File: src/rtl/lfsr_prbs_checker_pkg.sv
// rtl/lfsr_prbs_checker_pkg.sv - shared constants and types for the 4-bit LFSR random stream
package lfsr_prbs_checker_pkg;

    localparam int LFSR_W = 4;
    localparam int TAP_A  = 3;
    localparam int TAP_B  = 4;
    localparam int PERIOD = 15;

    typedef enum logic [1:0] {
        SEED   = 2'd0,
        ACQ    = 2'd1,
        LOCKED = 2'd2
    } state_t;

    // hist[0] is the newest bit, so tap k lives at hist[k-1]
    function automatic logic lfsr_tap(input logic [LFSR_W-1:0] hist);
        return hist[TAP_A-1] ^ hist[TAP_B-1];
    endfunction

endpackage

File: src/rtl/lfsr_predictor.sv
// rtl/lfsr_predictor.sv - four-bit history of the random stream and its next-bit prediction
module lfsr_predictor
    import lfsr_prbs_checker_pkg::*;
(
    input  logic              clk,
    input  logic              reset,
    input  logic              shift_en,
    input  logic              shift_in,
    output logic              pred,
    output logic [LFSR_W-1:0] hist
);

    always_ff @(posedge clk or posedge reset) begin
        if (reset) begin
            hist <= '0;
        end else if (shift_en) begin
            hist <= {hist[LFSR_W-2:0], shift_in};
        end
    end

    assign pred = lfsr_tap(hist);

endmodule

File: config.mk
export PLATFORM = sky130hd
export DESIGN_NAME = lfsr_predictor
export DESIGN_NICKNAME = d
export VERILOG_FILES = /design/src/rtl/lfsr_prbs_checker_pkg.sv /design/src/rtl/lfsr_predictor.sv
export SDC_FILE = /design/constraint.sdc
export NUM_CORES = 1
export LEC_CHECK = 0
export CAP_MARGIN = 20
export CELL_PAD_IN_SITES_DETAIL_PLACEMENT = 1
export CELL_PAD_IN_SITES_GLOBAL_PLACEMENT = 2
export CORE_AREA = 2 2 39 41
export CTS_CLUSTER_DIAMETER = 40
export DETAILED_ROUTE_END_ITERATION = 16
export DIE_AREA = 0 0 41 43
export PLACE_DENSITY = 0.55
export SETUP_SLACK_MARGIN = 0.5
export SYNTH_ARGS = -nofsm -noshare
export SYNTH_HDL_FRONTEND = slang
export SYNTH_SLANG_ARGS = --single-unit
File: constraint.sdc
create_clock -name clk -period 0.8 [get_ports clk]
set_input_delay 0.2 -clock clk [delete_from_list [all_inputs] [get_ports clk]]
set_output_delay 0.2 -clock clk [all_outputs]
set_load 0.01 [all_outputs]
* After elaboration in Yosys (flattened, before gate mapping) *
Cells that the tools add are included.
Widths: inputs -> output; s select.

word-level totals
  register bits = 4
  bits of input ports = 4
  output and inout bits = 5
  word-level logic and storage cells = 2

operators by class
  bitwise gates (word level) = 1

operators with widths
  kind         number
  $xor 1x1->1  1

* Depth between registers and ports, before layout *
Gate-level depths: netlist of the first run.

  depth after elaboration = 1
  gate-level depth with buffers = 1
  depth with buffers taken out = 1

* Worst setup path before layout of the first run *
OpenSTA, ideal clock, no wires.

  path kind = register to output
  from = register hist[3]
  to = output port pred
  arrival = 0.661 ns
  data required time = 0.600 ns
  setup slack = -0.061 ns
  stages on the path, launching flop included = 2
  buffers on the path = 0
  cell sequence = dfrtp_1 xor2_1

between the ends
  cells in the longest elaborated chain, start to end = 1

ends and longest elaborated chain
  item                    line                         RTL
  from (decl)             lfsr_predictor.sv:10         output logic [LFSR_W-1:0] hist
  from (signal assigned)  lfsr_predictor.sv:17         hist <= {hist[LFSR_W-2:0], shift_in};
  $xor 1x1->1             lfsr_prbs_checker_pkg.sv:17  return hist[TAP_A-1] ^ hist[TAP_B-1];
  to (decl)               lfsr_predictor.sv:9          output logic pred,

No other way between the ends.

* Final worst setup path of the first run *
  from = register hist[2]
  to = output port pred

Same word-level chain as after synthesis.

==> results of run 1 <==
## cells by family (layout without fill, tap and decap cells)
family | after synthesis | in the layout | share of synthesized area
xor gates and xnor gates | 1 | 1 | 0.0556
muxes | 4 | 4 | 0.286
buffers and inverters | 1 | 16 | 0.0238
DFF | 4 | 4 | 0.635
## layer usage
layer / share of wire / wire length (microns) / vias up / GRT usage
li1: - / - / 62 / -
met1: 0.37 / 155 / 66 / 0.0554
met2: 0.44 / 184 / 12 / 0.0813
met3: 0.19 / 82 / 0 / 0.0681
met4: 0 / 0 / 0 / 0.0200
met5: 0 / 0 / - / 0
## what timing repair did
item,CTS,global route
resized for setup,21,3
buffers inserted,0,1
setup endpoints to repair,13,9
## where the power goes
part | total, mW | internal [mW] | switching (mW)
logic | 0.240 | 0.151 | 0.0888
clock network | 0.281 | 0.188 | 0.0934
registers | 0.276 | 0.241 | 0.0358
## synthesized netlist by cell type
| library cell | instances |
|---|---|
| sky130_fd_sc_hd__xor2_1 | 1 |
| sky130_fd_sc_hd__inv_1 | 1 |
| sky130_fd_sc_hd__dfrtp_1 | 4 |
| sky130_fd_sc_hd__mux2_2 | 4 |
## stage by stage
step           cells  setup WS [ns]  power [mW]  hold WS, ns
4_1_cts           40         -0.374       0.791        0.142
2_1_floorplan     10        -0.0327       0.364      -0.0340
6_report          41         -0.362       0.798        0.145
3_3_place_gp      36         -0.477       0.524        0.399
5_1_grt           41         -0.395       0.853        0.150
3_5_place_dp      36         -0.494       0.533        0.405
## worst paths after layout
check	startpoint	endpoint	depth (start not counted)
worst max-delay path	hist[2]	pred	2
min in group clk	shift_en	hist[2]	2
worst min-delay path	reset	hist[2]	2
max in group asynchronous	reset	hist[2]	2
worst max register to register	hist[2]	hist[3]	2
worst min register to register	hist[3]	hist[3]	1
## cell type report
class,instances,area share
clock buffers,4,0.0830
inverters,1,0.0119
multi-input cells,5,0.206
flip-flops and latches,4,0.320
well taps,16,0.0632
repair buffers,11,0.316
==> load_flow_metrics.sql, run 1 <==
INSERT INTO impl_metrics (metric_group, metric, value, unit) VALUES
('finish', 'largest_register_ffs', '4', ''),
('timing', 'setup_viol', '9', ''),
('logic_synthesis', 'yosysWarningCount', '0', ''),
('finish', 'growth_of_design_area_from_synthesis_to_finish', '101', '%'),
('detailed_routing', 'first_iter_violations', '2', ''),
('logic_synthesis', 'mapped_nets', '14', ''),
('detailed_routing', 'vias_per_cell', '3.41', ''),
('timing', 'finalMaxSlewViolations', '0', ''),
('timing', 'timing_hold_violations_final', '0', ''),
('clock_network', 'clock_path_buffers', '2', ''),
('timing', 'grt_setup_unrepaired', 'true', ''),
('logic_synthesis', 'yosys.area.top_type', 'sky130_fd_sc_hd__dfrtp_1', ''),
('clock_network', 'sinks_on_the_clock_net', '4', ''),
('finish', 'ff_latch_area', '101', 'sq um'),
('clock_network', 'cts-buffers-inserted', '3', ''),
('detailed_routing', 'drc_violation_count_after_routing', '0', ''),
('worst_setup_path', 'path_class', 'reg2out', ''),
('global_route', 'grt_max_degree', '5', ''),
('worst_setup_path', 'start_kind', 'flop', ''),
('detailed_routing', 'vias', '140', ''),
('finish', 'top_register', 'hist', ''),
('logic_synthesis', 'yosys-top-cells-area', 'sky130_fd_sc_hd__dfrtp_1 (63%), sky130_fd_sc_hd__mux2_2 (29%), sky130_fd_sc_hd__xor2_1 (5.6%)', ''),
('timing', 'worst_clock_skew', '0.00748', 'ns'),
('floorplan', 'floorplan.rows', '14', ''),
('timing', 'max_clock_freq', '861', 'MHz'),
('clock_network', 'holdBufCountCts', '0', ''),
('timing', 'finalCritPeriodShare', '1.45', ''),
('finish', 'final_layout_size_suffix_gt1_frac', '0.680', ''),
('timing', 'postLayoutSetupSlackWorst', '-0.362', 'ns'),
('worst_setup_path', 'critical-path-top-delay-family', 'flip-flops', ''),
('finish', 'design.final.nets', '30', ''),
('floorplan', 'floorplan.die_area', '1760', 'sq um'),
('finish', 'layout.cells.most_common', 'sky130_fd_sc_hd__buf_6', ''),
('pwr', 'ir_worst_vdd', '0.000745', 'V'),
('worst_setup_path', 'critPathBufInv', '1', ''),
('pwr', 'leakage_power_summed_over_all_cells', '0.147', 'nW'),
('outcome', 'failing_checks', 'setup timing', ''),
('timing', 'setup_tns', '-1.77', 'ns'),
('finish', 'antenna_cells', '0', ''),
('logic_synthesis', 'synth_top_area_share', '0.635', ''),
('timing', 'slew_limit_headroom', '0.855', ''),
('worst_setup_path', 'critical_path.slowest_cell', 'sky130_fd_sc_hd__dfrtp_2', ''),
('floorplan', 'die-width', '41', 'microns'),
('logic_synthesis', 'ys_seq_elements', '4', ''),
('logic_synthesis', 'mappedNetlistArea', '158', 'sq um'),
('logic_synthesis', 'synthesis.area_per_instance', '15.8', 'sq um'),
('global_route', 'first_global_vias', '151', ''),
('global_route', 'wire_length_of_the_first_global_routing_pass', '621', 'microns'),
('logic_synthesis', 'post_synthesis_cell_count', '10', ''),
('outcome', 'status', 'finished with violations', ''),
('worst_setup_path', 'critical_path_arrival', '0.96', 'ns'),
('detailed_routing', 'drt_pass1_iterations', '2', ''),
('clock_network', 'cts.root.buffer_cell', 'sky130_fd_sc_hd__clkbuf_4', ''),
('finish', 'finalInstanceArea', '317', 'sq um'),
('timing', 'finalWorstPathRequiredPeriod', '1.16', 'ns'),
('floorplan', 'effective_utilization_at_floorplan', '0.114', ''),
('worst_setup_path', 'critical_path.cell_chain', 'xor2_2, buf_2', ''),
('pwr', 'power.density', '2520', 'nW/um^2'),
('worst_setup_path', 'timing.critical_path.to_type', 'output port', ''),
('clock_network', 'clkLatencyLatePin', '0.24', 'ns'),
('worst_setup_path', 'crit_required', '0.60', 'ns'),
('logic_synthesis', 'ys_types', '4', ''),
('finish', 'num-fill-cells', '160', ''),
('worst_setup_path', 'critical_path.max_fanout', '2', ''),
('finish', 'layout.cells.most_common_list', 'sky130_fd_sc_hd__buf_6 (4), sky130_fd_sc_hd__mux2_2 (3), sky130_fd_sc_hd__clkbuf_4 (3), sky130_fd_sc_hd__dfrtp_1 (3)', ''),
('worst_setup_path', 'setup.reg_to_reg.worst_slack', '-0.14', 'ns'),
('global_route', 'grt_antenna_before_repair', '0', ''),
('timing', 'worst_slew_pin_slew', '0.217', 'ns'),
('min_path', 'min_delay_worst_type', 'in2async', ''),
('global_route', 'grt_overflow', '0', ''),
('finish', 'multiInputGateArea', '65.1', 'sq um');
Power figures use the tool's default switching activity.
==> run 2, diff against run 1 <==
SLEW_MARGIN = 10   (was unset)
==> results of run 2 <==
No change in the layout: final DEF, timing and power equal those of run 1.
